===== config.mk =====
export PLATFORM = sky130hd
export DESIGN_NAME = cbm_writeback_queue
export DESIGN_NICKNAME = d
export VERILOG_FILES = /design/src/rtl/cbm_pkg.sv /design/src/rtl/cbm_result_fifo.sv /design/src/rtl/cbm_writeback_queue.sv
export SDC_FILE = /design/constraint.sdc
export NUM_CORES = 1
export LEC_CHECK = 0
export BUFFER_PORTS_ARGS = -buffer_cell sky130_fd_sc_hd__buf_4
export CORE_AREA = 2 2 160 162
export DETAILED_ROUTE_END_ITERATION = 16
export DIE_AREA = 0 0 162 164
export MAX_ROUTING_LAYER = met4
export SYNTH_ARGS = -nofsm -noshare
export SYNTH_HDL_FRONTEND = slang
export SYNTH_SLANG_ARGS = --single-unit

===== constraint.sdc =====
create_clock -name clk_i -period 2.4 [get_ports clk_i]
set_input_delay 0.36 -clock clk_i [delete_from_list [all_inputs] [get_ports clk_i]]
set_output_delay 0.36 -clock clk_i [all_outputs]
set_load 0.01 [all_outputs]

===== src/rtl/cbm_pkg.sv =====
// Shared types and constants for the column-bypass multiplier and its writeback path.
package cbm_pkg;

    localparam int CBM_RD_W   = 5;
    localparam int CBM_DATA_W = 32;

    // One queued writeback: destination register and the low product word.
    typedef struct packed {
        logic [CBM_RD_W-1:0]   rd;
        logic [CBM_DATA_W-1:0] value;
    } cbm_wb_entry_t;

    // Multiplier control-state encodings, shared so debug views decode alike.
    localparam logic [1:0] CBM_STATE_IDLE = 2'd0;
    localparam logic [1:0] CBM_STATE_BUSY = 2'd1;
    localparam logic [1:0] CBM_STATE_DONE = 2'd2;

    // One-hot register mask for a destination index.
    function automatic logic [31:0] cbm_rd_onehot(input logic [CBM_RD_W-1:0] rd);
        return 32'(1) << rd;
    endfunction

endpackage


===== src/rtl/cbm_result_fifo.sv =====
// Small register FIFO holding CBM results until the RF write port is free.
// A push into a full FIFO is accepted only when a pop happens at the same edge.
module cbm_result_fifo
    import cbm_pkg::*;
#(
    parameter int DEPTH = 4
) (
    input  logic                     clk_i,
    input  logic                     rst_i,
    input  logic                     push_i,
    input  cbm_wb_entry_t            push_data_i,
    input  logic                     pop_i,
    output cbm_wb_entry_t            head_o,
    output logic                     full_o,
    output logic                     empty_o,
    output logic [$clog2(DEPTH):0]   count_o
);

    localparam int ADDR_W = $clog2(DEPTH);
    localparam logic [ADDR_W-1:0] PTR_ONE  = ADDR_W'(1);
    localparam logic [ADDR_W:0]   CNT_ONE  = (ADDR_W+1)'(1);
    localparam logic [ADDR_W:0]   CNT_FULL = (ADDR_W+1)'(DEPTH);

    cbm_wb_entry_t     mem_q [DEPTH];
    logic [ADDR_W-1:0] wr_ptr_q, wr_ptr_d;
    logic [ADDR_W-1:0] rd_ptr_q, rd_ptr_d;
    logic [ADDR_W:0]   count_q, count_d;
    logic              do_push, do_pop;

    assign full_o  = (count_q == CNT_FULL);
    assign empty_o = (count_q == '0);
    assign count_o = count_q;
    assign head_o  = mem_q[rd_ptr_q];

    // When full, tail and head share a slot; the old head is read out before the edge overwrites it.
    assign do_pop  = pop_i && !empty_o;
    assign do_push = push_i && (!full_o || do_pop);

    // Next pointers and occupancy; pointers wrap naturally because DEPTH is a power of two.
    always_comb begin
        wr_ptr_d = wr_ptr_q;
        rd_ptr_d = rd_ptr_q;
        count_d  = count_q;
        if (do_push) wr_ptr_d = wr_ptr_q + PTR_ONE;
        if (do_pop)  rd_ptr_d = rd_ptr_q + PTR_ONE;
        if (do_push && !do_pop)      count_d = count_q + CNT_ONE;
        else if (!do_push && do_pop) count_d = count_q - CNT_ONE;
    end

    // Pointer and count registers.
    always_ff @(posedge clk_i) begin
        if (!rst_i) begin
            wr_ptr_q <= '0;
            rd_ptr_q <= '0;
            count_q  <= '0;
        end else begin
            wr_ptr_q <= wr_ptr_d;
            rd_ptr_q <= rd_ptr_d;
            count_q  <= count_d;
        end
    end

    // Entry storage; contents are don't-care while unoccupied, so no reset.
    always_ff @(posedge clk_i) begin
        if (do_push) mem_q[wr_ptr_q] <= push_data_i;
    end

endmodule


===== src/rtl/cbm_writeback_queue.sv =====
// Queues CBM result pulses and drains them into the shared RF write port,
// tracking outstanding MUL destinations and protecting the queue from starvation.
//
// Handshake: cbm_done_i has no ready; issue_stall_o is the only back-pressure and
// keeps one slot free for the op already in flight. The RF port belongs to the main
// pipe whenever wb_pipe_valid_i is high, except in a cycle after pipe_hold_o, when
// the queue takes it regardless.
module cbm_writeback_queue
    import cbm_pkg::*;
#(
    parameter int DEPTH        = 4,
    parameter int STARVE_LIMIT = 8
) (
    input  logic        clk_i,
    input  logic        rst_i,
    input  logic        issue_valid_i,
    input  logic [4:0]  issue_rd_idx_i,
    input  logic        cbm_done_i,
    input  logic [31:0] cbm_result_i,
    input  logic [4:0]  cbm_rd_idx_i,
    input  logic        wb_pipe_valid_i,
    output logic        wb_valid_o,
    output logic [4:0]  wb_rd_idx_o,
    output logic [31:0] wb_value_o,
    output logic [31:0] pending_rd_mask_o,
    output logic        issue_stall_o,
    output logic        pipe_hold_o,
    output logic        overflow_o
);

    localparam int ADDR_W = $clog2(DEPTH);
    localparam logic [ADDR_W:0] STALL_LEVEL = (ADDR_W+1)'(DEPTH-1);
    localparam logic [7:0]      STARVE_MAX  = 8'(STARVE_LIMIT);

    cbm_wb_entry_t   push_data, head;
    logic            full, empty;
    logic [ADDR_W:0] count;
    logic            deq, drop;

    logic            wb_valid_q, wb_valid_d;
    logic [4:0]      wb_rd_q, wb_rd_d;
    logic [31:0]     wb_value_q, wb_value_d;
    logic [31:0]     mask_q, mask_d;
    logic [7:0]      starve_q, starve_d;
    logic            hold_q, hold_d;
    logic            ovf_q, ovf_d;

    assign push_data = '{rd: cbm_rd_idx_i, value: cbm_result_i};

    cbm_result_fifo #(.DEPTH(DEPTH)) u_fifo (
        .clk_i       (clk_i),
        .rst_i       (rst_i),
        .push_i      (cbm_done_i),
        .push_data_i (push_data),
        .pop_i       (deq),
        .head_o      (head),
        .full_o      (full),
        .empty_o     (empty),
        .count_o     (count)
    );

    assign deq  = !empty && (!wb_pipe_valid_i || hold_q);
    assign drop = cbm_done_i && full && !deq;

    // Next state for writeback registers, scoreboard, starve counter and overflow flag.
    always_comb begin
        wb_valid_d = deq && (head.rd != '0);
        wb_rd_d    = wb_rd_q;
        wb_value_d = wb_value_q;
        if (deq) begin
            wb_rd_d    = head.rd;
            wb_value_d = head.value;
        end

        // Clears first so that a same-cycle issue to the same rd wins.
        mask_d = mask_q;
        if (wb_valid_q) mask_d = mask_d & ~cbm_rd_onehot(wb_rd_q);
        if (drop)       mask_d = mask_d & ~cbm_rd_onehot(cbm_rd_idx_i);
        if (issue_valid_i && (issue_rd_idx_i != '0))
            mask_d = mask_d | cbm_rd_onehot(issue_rd_idx_i);
        mask_d[0] = 1'b0;

        // A non-empty queue that does not dequeue is necessarily blocked by the pipe.
        starve_d = starve_q;
        if (empty || deq)              starve_d = '0;
        else if (starve_q != STARVE_MAX) starve_d = starve_q + 8'd1;
        hold_d = (starve_d == STARVE_MAX);

        ovf_d = ovf_q || drop;
    end

    // State registers.
    always_ff @(posedge clk_i) begin
        if (!rst_i) begin
            wb_valid_q <= 1'b0;
            wb_rd_q    <= '0;
            wb_value_q <= '0;
            mask_q     <= '0;
            starve_q   <= '0;
            hold_q     <= 1'b0;
            ovf_q      <= 1'b0;
        end else begin
            wb_valid_q <= wb_valid_d;
            wb_rd_q    <= wb_rd_d;
            wb_value_q <= wb_value_d;
            mask_q     <= mask_d;
            starve_q   <= starve_d;
            hold_q     <= hold_d;
            ovf_q      <= ovf_d;
        end
    end

    assign wb_valid_o        = wb_valid_q;
    assign wb_rd_idx_o       = wb_rd_q;
    assign wb_value_o        = wb_value_q;
    assign pending_rd_mask_o = mask_q;
    assign issue_stall_o     = (count >= STALL_LEVEL);
    assign pipe_hold_o       = hold_q;
    assign overflow_o        = ovf_q;

endmodule


After elaboration in Yosys (flattened, before gate mapping) --
Memory sizes are Yosys's and may differ from the RTL's. A register that Yosys moved wholly into a read port is not among the register bits. Index checks and enable logic that the tools add are counted.
Word-level totals: register bits after elaboration 87, latch bits 0, memory bits (writable) 148, ROM bits 0, input port bits 47, output and inout bits 73, word-level logic and storage cells 63, memories kept 1
Memories:
- u_fifo.mem_q | words 4, bits a word 37, read ports 1, clocked after Yosys merged registers in 1, write ports 1, RTL line cbm_result_fifo.sv:24 | cbm_wb_entry_t mem_q [DEPTH];
Cells by class: add/subtract/negate cells 5, $mul 0, div/mod/pow operators 0, magnitude comparators 1, equality and inequality tests 3, shift operators 3, multiplexer cells 11, bitwise logic cells 5, reduce and logical (&&, ||, !) cells 23
Operators with widths (count):
- 2-to-1 mux 32 bit | 3
- << shifter 1 x 5 -> 32 bit (first input constant) | 3
- bitwise AND 32 bit | 2
- inverter 32 bit | 2
- bitwise OR 32 bit | 1
- 2-to-1 mux 8 bit | 2
- nonzero test 5 bit | 2
- logical AND 1 bit | 9
- adder 8 x 1 -> 8 bit (second input constant) | 1
- == test 8 x 4 -> 1 bit (second input constant) | 1
- != test 8 x 4 -> 1 bit (second input constant) | 1
- logical NOT 1 bit | 6
- 2-to-1 mux 3 bit | 2
- adder 2 x 1 -> 2 bit (second input constant) | 2
- logical OR 1 bit | 4
- 2-to-1 mux 2 bit | 2
- adder 3 x 1 -> 3 bit (second input constant) | 1
- == test 3 bit (second input constant) | 1
- >= comparator 3 x 2 -> 1 bit (second input constant) | 1
- logical NOT 3 bit | 1
- subtractor 3 x 1 -> 3 bit (second input constant) | 1
- 2-to-1 mux 1 bit | 2
- nonzero test 2 bit | 1

Longest topological paths before layout --
depth after elaboration 10, depth in mapped cells 10, depth with buffers taken out 9

Modules after synthesis --
From an unflattened synthesis, not the netlist that was laid out.
Unflattened totals: cells, all modules 665, area, all modules 9487.8 sq um
Modules (own cells, without submodules):
- cbm_result_fifo | instances 1, cells each 241, area each 5888.1 sq um
- cbm_writeback_queue | instances 1, cells each 424, area each 3599.7 sq um

Worst setup path after synthesis --
OpenSTA, ideal clock, no wires.
path kind in2reg, start point in wb_pipe_valid_i, end point reg u_fifo.count_q[2], in the netlist u_fifo.count_o[2], library setup time 0.076 ns, arrival 2.157 ns, setup slack 0.167 ns, stages on the path 10, path buffers 1, cells stage by stage nor2b_1 > nor2_2 > inv_2 > buf_2 > ha_1 > inv_1 > fa_1 > xor2_1 > or3_1 > a21boi_0
On the way: word-level cells in the longest chain between the ends 9, elaborated cells between the ends (all ways) 12, classes of those cells mux: 1; reduce/logical: 11
Ends and longest elaborated chain:
- from (decl) | RTL line cbm_writeback_queue.sv:21 | input logic wb_pipe_valid_i,
- logical NOT 1 bit (*) | RTL line cbm_writeback_queue.sv:62 | assign deq = !empty && (!wb_pipe_valid_i || hold_q);
- logical OR 1 bit (*) | RTL line cbm_writeback_queue.sv:62
- logical AND 1 bit (*) | RTL line cbm_writeback_queue.sv:62
- logical AND 1 bit (*) | RTL line cbm_result_fifo.sv:36 | assign do_pop = pop_i && !empty_o;
- logical OR 1 bit | RTL line cbm_result_fifo.sv:37 | assign do_push = push_i && (!full_o || do_pop);
- logical AND 1 bit | RTL line cbm_result_fifo.sv:37
- logical NOT 1 bit | RTL line cbm_result_fifo.sv:47 | else if (!do_push && do_pop) count_d = count_q - CNT_ONE;
- logical AND 1 bit | RTL line cbm_result_fifo.sv:47
- nonzero test 2 bit (no source line)
- to (signal assigned) | RTL line cbm_result_fifo.sv:59 | count_q <= count_d;
- to (decl) | RTL line cbm_result_fifo.sv:27 | logic [ADDR_W:0] count_q, count_d;
Every way passes the cells marked *; elsewhere a longest branch is shown, timed or not. A chain may end at the register's enable or synchronous reset.

Final worst setup path --
start point reg hold_q, in the netlist pipe_hold_o, end point reg u_fifo.count_q[2], in the netlist u_fifo.count_o[2]
On the way: word-level cells in the longest chain between the ends 8, elaborated cells between the ends (all ways) 11, classes of those cells mux: 1; reduce/logical: 10
Ends and longest elaborated chain:
- from (decl) | RTL line cbm_writeback_queue.sv:45 | logic hold_q, hold_d;
- from (signal assigned) | RTL line cbm_writeback_queue.sv:108 | hold_q <= hold_d;
- logical OR 1 bit (*) | RTL line cbm_writeback_queue.sv:62
- logical AND 1 bit (*) | RTL line cbm_writeback_queue.sv:62
- logical AND 1 bit (*) | RTL line cbm_result_fifo.sv:36
- logical OR 1 bit | RTL line cbm_result_fifo.sv:37
- logical AND 1 bit | RTL line cbm_result_fifo.sv:37
- logical NOT 1 bit | RTL line cbm_result_fifo.sv:47
- logical AND 1 bit | RTL line cbm_result_fifo.sv:47
- nonzero test 2 bit (no source line)
Marked as above.

==> out/metrics.yaml <==
detailed_routing:
  dr.first_iter.drc_count: 368
  wl_mm: 20.6
  drt-wirelength-per-cell_um: 17.9
  dr.pass1.iters: 4
  drtAntennaViolNets: 0
  via_count: 5828
  drc_errors: 0
  viasPerCell: 5.05
power:
  peakVddDrop_v: 0.000638
  power.density_nw_per_um2: 981
  p_leak_nw: 4.06
min_path:
  min_path_type: "in -> reg"
  whs_endpoint: "u_fifo.mem_q[3][28]$_DFFE_PP_"
  worstHoldStart: "cbm_result_i[28]"
  hold_depth: 1
synth:
  synth_edf_count: 148
  synth_top_family_by_area: "simple AND/OR/NAND/NOR gates"
  ys_async_sr_fraction: 0
  ys_top_cells_by_area: "edfxtp_1 48%, dfxtp_1 19%, mux4_2 8.9%"
  seq_area_frac_synth: 0.666
  synth_area_um2: 9320
  synthAdderAreaFrac: 0.0115
  yosysWarnings: 0
  synth.distinct_cells: 53
  ys_ff_latch: 236
  synth_compound_area_frac: 0.0892
  synth_top_area_frac: 0.477
  synth_top_area_cell: "edfxtp_1"
  synth-simple-area-share: 0.109
  netlist_instances: 671
  synthXorXnorAreaFrac: 0.0122
  syn_avg_cell_area_um2: 13.9
  synth_mux_area_frac: 0.0904
  syn_nets: 726
  synth_ff_type: "edfxtp_1"
die:
  row_count: 58
  coreArea_um2: 24800
  die_area_um2: 26600
  io_pins: 120
  die-height_um: 164
  start_util: 0.376
  die_w_um: 162
worst_setup_path:
  criticalPathCategory: "reg -> reg"
  r2r_end: "u_fifo.count_o[2]$_SDFFE_PN0P_"
  path_max_fanout: 5
  reg2reg_from: "pipe_hold_o$_SDFF_PN0_"
  rrSetupSlack_ps: 210
  crit_arrival_ps: 2640
  startpoint_type: "flop"
  required_ps: 2850
  cp-end-kind: "flop"
  r2r_cells: 9
sta:
  drv_slew: 0
  post-route-period-util: 0.911
  grt_setup_unrepaired: "false"
  hold_viol_final: 0
  fmax_mhz: 457
  setup_viol: 0
  tightest_slew_ps: 527
  tns_ps: 0
  finalWorstPathRequiredPeriod_ps: 2190
  fin_skew_ps: 22.0
  slew_headroom: 0.649
clocking:
  clk_pin_slew_ps: 60
  postCtsHoldBufs: 0
  numCtsBuffers: 26
  cts_tree: "yes"
  cts-htree-levels: 1
  cts.sinks: 236
  cts_setup_buffers: 0
  clock_path_buffers: 3
  clk_latency_ps: 530
  cts_root_buffer: "clkbuf_16"
  post_cts_resized: 0
finish:
  final_core_util: 0.464
  fillers: 2277
  layout-drive-gt1-share: 0.283
  antenna_cells: 0
  layout_commonest_cell: "edfxtp_1"
  area_delta_synth_final_pct: 23.5
  final_cell_mix: "148 x edfxtp_1, 134 x buf_4, 92 x nand2_1, 86 x dfxtp_1, 45 x nor2_1"
  fin_nets: 858
placement:
  hpwl_mm: 13.0
  portBuffers: 118
  gp_congestion: 0.806
grt:
  first_global_vias: 5763
  grt_usage: 0.158
  grt_remaining_overflow: 0
  grt_max_degree: 65
  antenna_found_initial: 0
  grt_pass1_wl_mm: 31.9
outcome:
  status: "finished, final reports clean"
job:
  maxCapViolations: 0
[state kept, by name (all words and copies together) (netlist names), named ones only]
register           count
u_fifo.mem_q         148
wb_value_o            32
pending_rd_mask_o     31
starve_q               8
wb_rd_idx_o            5
u_fifo.count_o         3
u_fifo.rd_ptr_q        2
u_fifo.wr_ptr_q        2
overflow_o             1
pipe_hold_o            1
wb_valid_o             1
[worst max path at each step]
stage,slack (ps),startpoint,end,cells past startpoint
5_1_grt,50,pipe_hold_o$_SDFF_PN0_,u_fifo.count_o[2]$_SDFFE_PN0P_,9
3_3_place_gp,110,wb_pipe_valid_i,u_fifo.count_o[2]$_SDFFE_PN0P_,10
4_1_cts,190,pipe_hold_o$_SDFF_PN0_,u_fifo.count_o[2]$_SDFFE_PN0P_,9
2_1_floorplan,170,wb_pipe_valid_i,u_fifo.count_o[2]$_SDFFE_PN0P_,10
6_report,210,pipe_hold_o$_SDFF_PN0_,u_fifo.count_o[2]$_SDFFE_PN0P_,9
3_5_place_dp,50,wb_pipe_valid_i,u_fifo.count_o[2]$_SDFFE_PN0P_,10
[final cells by class]
cell class | count | area [um^2] | share of cell area
clock buffers | 33 | 698 | 0.0606
clock inverters | 15 | 151 | 0.0131
inverters | 10 | 37.5 | 0.00326
multi-input cells | 391 | 2920 | 0.254
flip-flops and latches | 236 | 6210 | 0.539
well taps | 330 | 413 | 0.0358
repair buffers | 138 | 1090 | 0.0943
[power by group]
group / switching [mW] / internal [mW] / total [mW]
Sequential: 0.263 / 4.77 / 5.03
Clock: 1.55 / 2.37 / 3.93
Combinational: 1.23 / 1.11 / 2.35
[cell families after synthesis]
logic type / after synthesis
AO/OA/AOI/OAI: 124
XOR/XNOR: 13
buffers and inverters: 44
other: 1
multiplexers: 38
flip-flops: 236
adder cells (fa/ha/maj): 8
AND/OR/NAND/NOR: 207
[through the flow]
step,hold WS (ps),cell area (um^2),instances,total power [mW],worst slack [ps]
2_1_floorplan,459,9320,671,6.60,167
3_3_place_gp,444,10700,1105,7.47,113
3_5_place_dp,448,10700,1105,7.51,52.4
4_1_cts,8.91,11500,1153,11.5,192
5_1_grt,17.5,11500,1153,11.9,45.9
6_report,31.7,11500,1153,11.3,213
[synth_stat cells, types with 15 or more instances]
master	number
edfxtp_1	148
nand2_1	92
dfxtp_1	88
nor2_1	45
mux4_2	37
a21boi_0	20
o21ai_0	19
a21boi_1	18
clkbuf_1	16
o22ai_1	16
a21oi_1	15
o211ai_1	15
[critical path, cell delays in order (launching register included)]
cell      delay, ps
dfxtp_1         310
nor2b_1         400
nor2_4           80
inv_2            70
ha_1            180
inv_1            60
fa_1            380
xor2_1          180
or3_1           300
a21boi_0        150
[routing by layer]
metal	GRT usage	wire length (um)	vias to the layer above
met1	0.209	9390	2858
met5	-	0	-
met2	0.252	9590	182
met4	0.0414	410	0
li1	-	-	2747
met3	0.0290	1190	41
Power figures use the tool's default switching activity.
